$ cat src/rtl/seawolf_sample_fetch_arbiter.sv
// Round-robin arbiter and sequencer for the shared sample-memory read port.
// One read is in flight at a time. The sequence is grant (IDLE), strobe (ISSUE),
// then completion (WAIT). Completion comes from s_ready, or after a fixed latency.
module seawolf_sample_fetch_arbiter #(
    parameter int NV        = 4,
    parameter int AW        = 24,
    parameter int FIXED_LAT = 0,
    parameter int TIMEOUT   = 255
) (
    input  logic              CLK,
    input  logic              RESET,
    input  logic              s_enable,
    input  logic [NV-1:0]     v_req,
    input  logic [NV*AW-1:0]  v_addr,
    output logic [NV-1:0]     v_ack,
    output logic [15:0]       v_data,
    output logic [NV-1:0]     v_valid,
    output logic              v_err,
    output logic [AW-1:0]     s_addr,
    output logic              s_read,
    input  logic [15:0]       s_data,
    input  logic              s_ready,
    output logic              busy
);

    localparam int IW   = (NV > 1) ? $clog2(NV) : 1;
    localparam int CMAX = (TIMEOUT > FIXED_LAT) ? ((TIMEOUT > 1) ? TIMEOUT : 1)
                                                : ((FIXED_LAT > 1) ? FIXED_LAT : 1);
    localparam int CW   = $clog2(CMAX + 1);

    typedef enum logic [1:0] {IDLE, ISSUE, WAIT} state_t;

    state_t          state, state_nx;
    logic [IW-1:0]   rr_ptr, rr_nx, gnt, gnt_nx, rr_inc;
    logic [CW-1:0]   cnt, cnt_nx;
    logic [AW-1:0]   addr_nx;
    logic [15:0]     data_nx;
    logic [NV-1:0]   valid_nx;
    logic            err_nx;
    logic            found;
    logic [IW-1:0]   pick;
    logic [IW:0]     sum;
    logic [AW-1:0]   addr_arr [NV];

    for (genvar i = 0; i < NV; i++) begin : g_addr
        assign addr_arr[i] = v_addr[i*AW +: AW];
    end

    assign busy   = (state != IDLE);
    assign rr_inc = (gnt == IW'(NV-1)) ? '0 : gnt + 1'b1;

    // Pick the first requester at or after rr_ptr, wrapping modulo NV.
    always_comb begin
        found = 1'b0;
        pick  = '0;
        sum   = '0;
        for (int k = 0; k < NV; k++) begin
            sum = {1'b0, rr_ptr} + (IW+1)'(k);
            if (sum >= (IW+1)'(NV)) sum = sum - (IW+1)'(NV);
            if (!found && v_req[sum[IW-1:0]]) begin
                found = 1'b1;
                pick  = sum[IW-1:0];
            end
        end
    end

    // Next-state and output decode. The grant is suppressed while RESET is high
    // so that a voice never sees an ack for a transaction that reset wipes out.
    always_comb begin
        state_nx = state;
        rr_nx    = rr_ptr;
        gnt_nx   = gnt;
        cnt_nx   = cnt;
        addr_nx  = s_addr;
        data_nx  = v_data;
        valid_nx = '0;
        err_nx   = 1'b0;
        v_ack    = '0;
        s_read   = 1'b0;
        case (state)
            IDLE: begin
                if (s_enable && found && !RESET) begin
                    gnt_nx      = pick;
                    addr_nx     = addr_arr[pick];
                    v_ack[pick] = 1'b1;
                    state_nx    = ISSUE;
                end
            end
            ISSUE: begin
                s_read   = 1'b1;
                cnt_nx   = (FIXED_LAT > 0) ? CW'(FIXED_LAT - 1) : '0;
                state_nx = WAIT;
            end
            WAIT: begin
                if (FIXED_LAT > 0) begin
                    if (cnt == '0) begin
                        data_nx       = s_data;
                        valid_nx[gnt] = 1'b1;
                        rr_nx         = rr_inc;
                        state_nx      = IDLE;
                    end else begin
                        cnt_nx = cnt - 1'b1;
                    end
                end else if (s_ready) begin
                    // s_ready on the final allowed cycle still counts as success.
                    data_nx       = s_data;
                    valid_nx[gnt] = 1'b1;
                    rr_nx         = rr_inc;
                    state_nx      = IDLE;
                end else if ((TIMEOUT > 0) && (cnt == CW'(TIMEOUT - 1))) begin
                    data_nx       = '0;
                    valid_nx[gnt] = 1'b1;
                    err_nx        = 1'b1;
                    rr_nx         = rr_inc;
                    state_nx      = IDLE;
                end else begin
                    cnt_nx = cnt + 1'b1;
                end
            end
            default: state_nx = IDLE;
        endcase
    end

    // State and datapath registers. Reset discards any in-flight read.
    always_ff @(posedge CLK) begin
        if (RESET) begin
            state   <= IDLE;
            rr_ptr  <= '0;
            gnt     <= '0;
            cnt     <= '0;
            s_addr  <= '0;
            v_data  <= '0;
            v_valid <= '0;
            v_err   <= 1'b0;
        end else begin
            state   <= state_nx;
            rr_ptr  <= rr_nx;
            gnt     <= gnt_nx;
            cnt     <= cnt_nx;
            s_addr  <= addr_nx;
            v_data  <= data_nx;
            v_valid <= valid_nx;
            v_err   <= err_nx;
        end
    end

endmodule

$ cat config.mk
export PLATFORM = sky130hd
export DESIGN_NAME = seawolf_sample_fetch_arbiter
export DESIGN_NICKNAME = d
export VERILOG_FILES = /design/src/rtl/seawolf_sample_fetch_arbiter.sv
export SDC_FILE = /design/constraint.sdc
export NUM_CORES = 1
export LEC_CHECK = 0
export BUFFER_PORTS_ARGS = -buffer_cell sky130_fd_sc_hd__buf_4
export CORE_ASPECT_RATIO = 0.7
export CORE_MARGIN = 2
export CORE_UTILIZATION = 45
export CTS_BUF_LIST = sky130_fd_sc_hd__clkbuf_16
export DETAILED_ROUTE_END_ITERATION = 8
export GPL_TIMING_DRIVEN = 1
export PLACE_DENSITY = 0.89
export SKIP_LAST_GASP = 1
export SYNTH_ARGS = -nofsm -noshare
export SYNTH_HDL_FRONTEND = slang
export SYNTH_SLANG_ARGS = --single-unit
$ cat constraint.sdc
create_clock -name CLK -period 2.7 [get_ports CLK]
set_clock_uncertainty 0.1 [all_clocks]
set_input_delay 0.405 -clock CLK [delete_from_list [all_inputs] [get_ports CLK]]
set_output_delay 0.405 -clock CLK [all_outputs]
set_load 0.01 [all_outputs]
# --- After elaboration in Yosys (flattened, before gate mapping) ---
# Cells that the tools add are included.
classes:
  addsub: 9
  magnitude_cmp: 13
  eq_ne: 8
  n_mux: 45
  bitwise_logic: 2
  n_reduce_logical: 21
ops:
  columns: ["op", "count"]
  rows:
  - ["binary-select mux 24 bit (select 2 bit)", 1]
  - ["2-to-1 mux 24 bit", 2]
  - ["2-to-1 mux 16 bit", 2]
  - ["2-to-1 mux 2 bit", 14]
  - ["< comparator 2 x 3 -> 1 bit (second input constant)", 6]
  - ["2-to-1 mux 4 bit", 4]
  - ["2-to-1 mux 8 bit", 2]
  - ["one-hot mux 8 bit (2 select lines)", 1]
  - ["greater-or-equal comparator 3 bit (second input constant)", 4]
  - ["2-to-1 mux 1 bit", 12]
  - ["adder 8 x 1 -> 8 bit (second input constant)", 1]
  - ["binary-select mux 1 bit (select 2 bit)", 4]
  - ["== test 8 bit (second input constant)", 1]
  - ["subtractor 2 x 1 -> 2 bit (second input constant)", 4]
  - ["logical AND 1 bit", 7]
  - ["adder 2 x 2 -> 3 bit (second input constant)", 2]
  - ["!= test 2 bit (second input constant)", 3]
  - ["one-hot mux 2 bit (3 select lines)", 1]
  - ["AND reduction 2 bit", 3]
  - ["nonzero test 2 bit", 3]
  - ["demux 1 bit (select 2 bit)", 2]
  - ["== test 2 bit (second input constant)", 2]
  - ["greater-or-equal comparator 2 x 1 -> 1 bit (second input constant)", 2]
  - ["zero test 1 bit", 4]
  - ["other kinds (11)", 11]
totals:
  ff_bits: 59
  inputBits: 120
  word_cells: 106

# --- Longest topological paths before layout ---
# Gate-level depths: netlist (run 1).
depth:
  depth_word: 20
  depth_mapped: 8
  mapped_depth_nobuf: 7

# --- Least setup slack after synthesis (run 1) ---
# Ideal clock, no wire load.
synth_timing:
  path_kind: "reg2out"
  start: "register state[0]"
  end: "output port v_ack[2]"
  arrival_ps: 1704
  required_ps: 2195
  slack_ps: 491
  stages_incl_launch_ff: 7
  cell_sequence: "dfxtp_1 or2_4 nor4b_4 or3b_1 buf_4 buf_6 nor2_1"
synth_between:
  elab_chain_len: 2
synth_rtl:
  columns: ["element", "line", "rtl"]
  rows:
  - ["start: declaration", "33", "state_t state, state_nx;"]
  - ["start signal: assignment", "136", "state <= state_nx;"]
  - ["zero test 2 bit", "80", "case (state)"]
  - ["2-to-1 mux 4 bit", "80", null]
  - ["end: declaration", "15", "output logic [NV-1:0] v_ack,"]
# Every way passes these cells.

# --- Worst setup path in the final report (run 1) ---
# Ends and elaborated chain as after synthesis.

==> results of run 1 <==
==> where the power goes <==
group / internal [mW] / leakage (nW) / switching (mW)
logic: 0.274 / 1.52 / 0.226
clock network: 0.701 / 0.144 / 0.379
registers: 0.922 / 0.481 / 0.0312
total: 1.90 / 2.14 / 0.636
==> metal layers <==
metal / global-route usage, % / share of wire, %
met5: 0 / 0
met1: 36.3 / 42
met3: 5.99 / 7.2
met4: 9.06 / 2.5
met2: 46.1 / 48
==> worst paths after layout <==
path	from	endpoint	slack [ns]	depth (start not counted)
max	state[0]	v_ack[2]	0.11	5
min	s_data[10]	v_data[10]	0.24	3
max reg2reg	state[0]	s_addr[19]	0.37	5
min reg2reg	s_addr[12]	s_addr[12]	0.39	1
==> flip-flops by register name, summed over array words and instances, names as in the netlist <==
| register | count |
|---|---|
| state | 2 |
| s_addr | 24 |
| cnt | 8 |
| v_valid | 4 |
| v_err | 1 |
| gnt | 2 |
| rr_ptr | 2 |
| v_data | 16 |
==> what timing repair did <==
item | 4_1_cts | 5_1_grt
setup endpoints to repair | 4 | 1
pin swaps | 1 | 1
hold buffers | 0 | 0
gates resized for setup | 1 | 0
setup buffers | 2 | 0
gates cloned | 0 | 1
==> metrics by stage <==
step / worst slack (ns) / hold slack (ns) / total power, mW / TNS (ns) / instances
floorplan: 0.491 / 0.357 / 1.19 / 0 / 338
global placement: 0.0639 / 0.369 / 1.44 / 0 / 586
detailed placement: -0.0491 / 0.370 / 1.45 / -0.0491 / 586
CTS: 0.0980 / 0.229 / 2.54 / 0 / 604
global route: 0.0229 / 0.241 / 2.64 / 0 / 605
finish: 0.107 / 0.236 / 2.53 / 0 / 605
==> worst max-delay path: stages (launching register included) <==
cell,delay [ns]
dfxtp_1,0.33
or2_4,0.28
nor4b_4,0.30
or3b_1,0.57
nor2_1,0.16
buf_4,0.14
==> Yosys cell counts (all sizes together), types with 2 or more instances <==
master / number
nor3: 3
nand4: 17
and4: 9
nand2b: 6
inv: 7
and2: 5
ha: 6
a211oi: 16
dfxtp: 59
a22oi: 16
clkbuf: 19
o21ai: 5
nor2: 34
a311oi: 2
o31ai: 16
a21oi: 36
or3: 2
or2: 3
buf: 7
mux2i: 10
nor2b: 2
nand3: 4
mux2: 16
nand2: 8
a221o: 16
==> cell families (layout without fill, tap and decap cells) <==
| logic type | Yosys count | in the layout | synth area share [%] |
|---|---|---|---|
| AND/OR/NAND/NOR | 99 | 100 | 18.3 |
| flip-flops | 59 | 59 | 38.1 |
| XOR/XNOR | 2 | 2 | 0.566 |
| buffers and inverters | 34 | 206 | 5.17 |
| multiplexers | 26 | 26 | 9.05 |
| AO/OA/AOI/OAI | 112 | 112 | 26.4 |
| adder cells (fa/ha/maj) | 6 | 6 | 2.42 |
==> area by class of cell <==
type | instances | area, µm²
multi-input combinational | 246 | 1770
fill | 516 | 1930
tap | 94 | 118
clock inverter | 7 | 60.1
sequential | 59 | 1180
inverter | 8 | 30.0
timing repair buffer | 182 | 1380
clock buffer | 9 | 225
==> flow_metrics.py, run 1 <==
metrics = {
    "timing": {
        "layout_min_cycle_time_ns": 2.59,
        "worst_slew_pin_slew_ns": 1.11,
        "maxSlewHeadroom_pct": 25.6,
        "rsz0062_at_grt": "no",
        "fmax_mhz": 386,
        "setup_viol": 0,
        "post-route-period-util_pct": 96.0,
        "finalHoldViolCount": 0,
        "slew_violations": 0,
    },
    "logic_synthesis": {
        "netlist.area_leader.share_pct": 38.1,
        "synth_seq_area_share_pct": 38.1,
        "syn_nets": 464,
        "synth_flop_cell": "dfxtp_1",
        "synthCells": 338,
        "synth_seq_cells": 59,
        "synth.distinct_cells": 47,
        "syn_area_per_cell_um2": 9.17,
        "syn_area_um2": 3100,
        "ys_warn_count": 0,
        "synth_edf_count": 0,
        "async_flop_share_pct": 0,
        "synth.largest_area_cell": "dfxtp_1",
        "synth_area_leaders": "dfxtp_1 (38%), a21oi_1 (5.8%), a221o_1 (5.2%)",
    },
    "layout": {
        "postLayoutCoreUtil_pct": 71.1,
        "final_cell_mix": "buf_4 (181), dfxtp_1 (59), a21oi_1 (36)",
        "n_antenna_cell": 0,
        "final_common_cell": "buf_4",
        "drive_above_1_share_pct": 43.4,
        "nets": 632,
        "final_area_um2": 4760,
        "syn2layout_area_growth_pct": 53.7,
    },
    "detailed_routing": {
        "vias_per_cell": 5.78,
        "drcViolationCount": 0,
        "vias": 3497,
        "finalWirelength_um": 10900,
        "detail-route-antenna-nets": 0,
        "first_pass_iters": 5,
        "wl_per_cell_um": 18.0,
        "drtIter0Drc": 269,
    },
    "floorplan": {
        "die_y_um": 73.4,
        "coreArea_um2": 6690,
        "start_util_pct": 46.3,
        "die_area_um2": 7570,
        "floorplan.rows": 25,
        "die_w_um": 103,
        "io_pins": 171,
    },
    "cts": {
        "cts_root_buffer": "clkbuf_16",
        "cts_num_sinks": 59,
        "clk_pin_slew_ns": 0.05,
        "cts_max_level": 3,
        "clock_latency_ns": 0.32,
        "cts_tree": "yes",
        "cts_buffer_depth": 2,
        "cts_buffers": 9,
    },
    "worst_setup_path": {
        "path_max_fanout": 8,
        "crit_type": "reg2out",
        "critical_path_required_ns": 2.19,
        "worst_setup_path_end_kind": "primary output",
        "cp-start-kind": "flip-flop",
        "arrival_ns": 2.09,
    },
    "placed_design": {
        "gp_congestion": 0.897,
        "place_hpwl_um": 7780,
        "io_buffers": 170,
        "dpl_cell_area_um2": 4450,
    },
    "power_and_ir_drop": {
        "powerDensity_nw_per_um2": 532,
        "ir_drop_mv": 0.348,
        "leakage_nw": 2.14,
    },
    "min_path": {
        "hold_path.class": "in2reg",
    },
    "global_route": {
        "grt_max_degree": 30,
        "grt_pass1_wl_um": 16300,
        "grt_pass1_vias": 3287,
        "grt-ovfl-total": 0,
        "antenna_found_initial": 0,
        "grtUsageTotal_pct": 27.8,
    },
    "run_status": {
        "outcome": "complete, no violations",
    },
    "job": {
        "drv_cap": 0,
    },
}
Note: power is estimated with default switching activity, not from simulation.
==> run 2, diff against run 1 <==
--- a/config.mk
+++ b/config.mk
@@ -7,7 +7,7 @@
 export LEC_CHECK = 0
 export BUFFER_PORTS_ARGS = -buffer_cell sky130_fd_sc_hd__buf_4
 export CORE_ASPECT_RATIO = 0.7
-export CORE_MARGIN = 2
+export CORE_MARGIN = 10
 export CORE_UTILIZATION = 45
 export CTS_BUF_LIST = sky130_fd_sc_hd__clkbuf_16
 export DETAILED_ROUTE_END_ITERATION = 8
==> flow_metrics.py, run 2 (synthesis results as in run 1) <==
metrics = {
    "floorplan": {
        "die_w_um": 119,
        "io_pins": 171,
        "die_y_um": 89.4,
        "die_area_um2": 10700,
        "floorplan.rows": 25,
        "start_util_pct": 46.1,
        "coreArea_um2": 6730,
    },
    "detailed_routing": {
        "vias": 3632,
        "finalWirelength_um": 12600,
        "vias_per_cell": 5.96,
        "wl_per_cell_um": 20.6,
        "detail-route-antenna-nets": 0,
        "drcViolationCount": 0,
        "drtIter0Drc": 274,
        "first_pass_iters": 5,
    },
    "cts": {
        "cts_buffer_depth": 2,
        "cts_root_buffer": "clkbuf_16",
        "cts_tree": "yes",
        "cts.repair.resized": 0,
        "cts_max_level": 3,
        "clk_pin_slew_ns": 0.05,
        "cts_buffers": 9,
        "ctsHoldBuffers": 0,
        "clock_latency_ns": 0.32,
        "cts_num_sinks": 59,
    },
    "min_path": {
        "hold_path.class": "in2reg",
        "hp-start": "RESET",
    },
    "timing": {
        "setup_viol": 0,
        "whs_ns": 0.176,
        "slew_violations": 0,
        "worst_slew_pin_slew_ns": 1.08,
        "post-route-period-util_pct": 94.4,
        "setup-tns-final_ns": 0,
        "layout_min_cycle_time_ns": 2.55,
        "setup_slack_ns": 0.152,
        "maxSlewHeadroom_pct": 27.4,
        "fmax_mhz": 392,
        "rsz0062_at_grt": "no",
        "finalHoldViolCount": 0,
    },
    "layout": {
        "syn2layout_area_growth_pct": 54.1,
        "n_antenna_cell": 0,
        "drive_above_1_share_pct": 43.5,
        "seq_area_um2": 1180,
        "nFillCells": 493,
        "final_area_um2": 4770,
        "multi_input_area_um2": 1760,
        "nets": 636,
        "reg_top3": "s_addr (24), v_data (16), cnt (8)",
        "largest_reg_flops": 24,
        "final_common_cell": "buf_4",
        "final_cell_mix": "buf_4 (187), dfxtp_1 (59), a21oi_1 (36)",
        "regMostFlops": "s_addr",
    },
    "worst_setup_path": {
        "crit_type": "reg2out",
        "worst_setup_path_end_kind": "primary output",
        "crit_start": "state[0]",
        "r2r_start": "state[0]",
        "critical_path_required_ns": 2.19,
        "path_max_fanout": 4,
        "arrival_ns": 2.04,
        "cp-start-kind": "flip-flop",
    },
    "placed_design": {
        "gp_congestion": 0.831,
        "io_buffers": 170,
        "dpl_cell_area_um2": 4470,
        "place_hpwl_um": 9150,
        "pre_cts_slack_ns": 0.0864,
    },
    "power_and_ir_drop": {
        "leakage_nw": 2.16,
        "ir_drop_mv": 0.253,
        "powerDensity_nw_per_um2": 535,
        "p_total_mw": 2.56,
    },
    "global_route": {
        "grtUsageTotal_pct": 21.7,
        "grt-ovfl-total": 0,
        "antenna_found_initial": 0,
        "grt_pass1_wl_um": 18800,
        "grt_pass1_vias": 3725,
        "grt_max_degree": 30,
    },
    "job": {
        "drv_cap": 0,
    },
    "run_status": {
        "outcome": "complete, no violations",
    },
}
## run 2: timing repair
action / 4_1_cts / 5_1_grt
endpoints found under the setup margin: 4 / 0
buffers inserted: 3 / 0
endpoints found under the hold margin: 0 / 0
## run 2: critical path, cell delays in order (launching register included)
cell,delay (ns)
dfxtp_1,0.33
or2_4,0.28
nor4b_4,0.31
or3b_1,0.45
nor2_1,0.19
buf_4,0.16
## run 2: through the flow
step	instances	util, %
floorplan	338	-
global placement	590	66.4
detailed placement	590	66.4
CTS	609	71.0
global route	609	71.0
finish	609	71.0
## run 2: worst paths after layout
path / cells after the start / endpoint / slack [ns]
max reg2reg: 5 / s_addr[17] / 0.32
min reg2reg: 1 / s_addr[10] / 0.39
min: 2 / state[0] / 0.18
max: 5 / v_ack[2] / 0.15
## run 2: cell type report
| cell class | instances | share of cell area (%) |
|---|---|---|
| multi-input combinational | 245 | 36.8 |
| timing repair buffer | 187 | 29.4 |
| sequential | 59 | 24.7 |
| clock buffer | 9 | 4.72 |
| tap | 94 | 2.46 |
| clock inverter | 7 | 1.26 |
| inverter | 8 | 0.629 |
## run 2: power breakdown
group / leakage, nW / switching, mW / total [mW] / internal [mW]
sequential: 0.481 / 0.0327 / 0.954 / 0.922
combinational: 1.53 / 0.229 / 0.506 / 0.277
clock: 0.145 / 0.394 / 1.10 / 0.701
## run 2: per-layer routing
metal / wire, µm / global-route usage, %
met5: 0 / 0
met4: 428 / 9.28
met3: 985 / 5.87
met2: 6330 / 37.7
met1: 4830 / 25.1
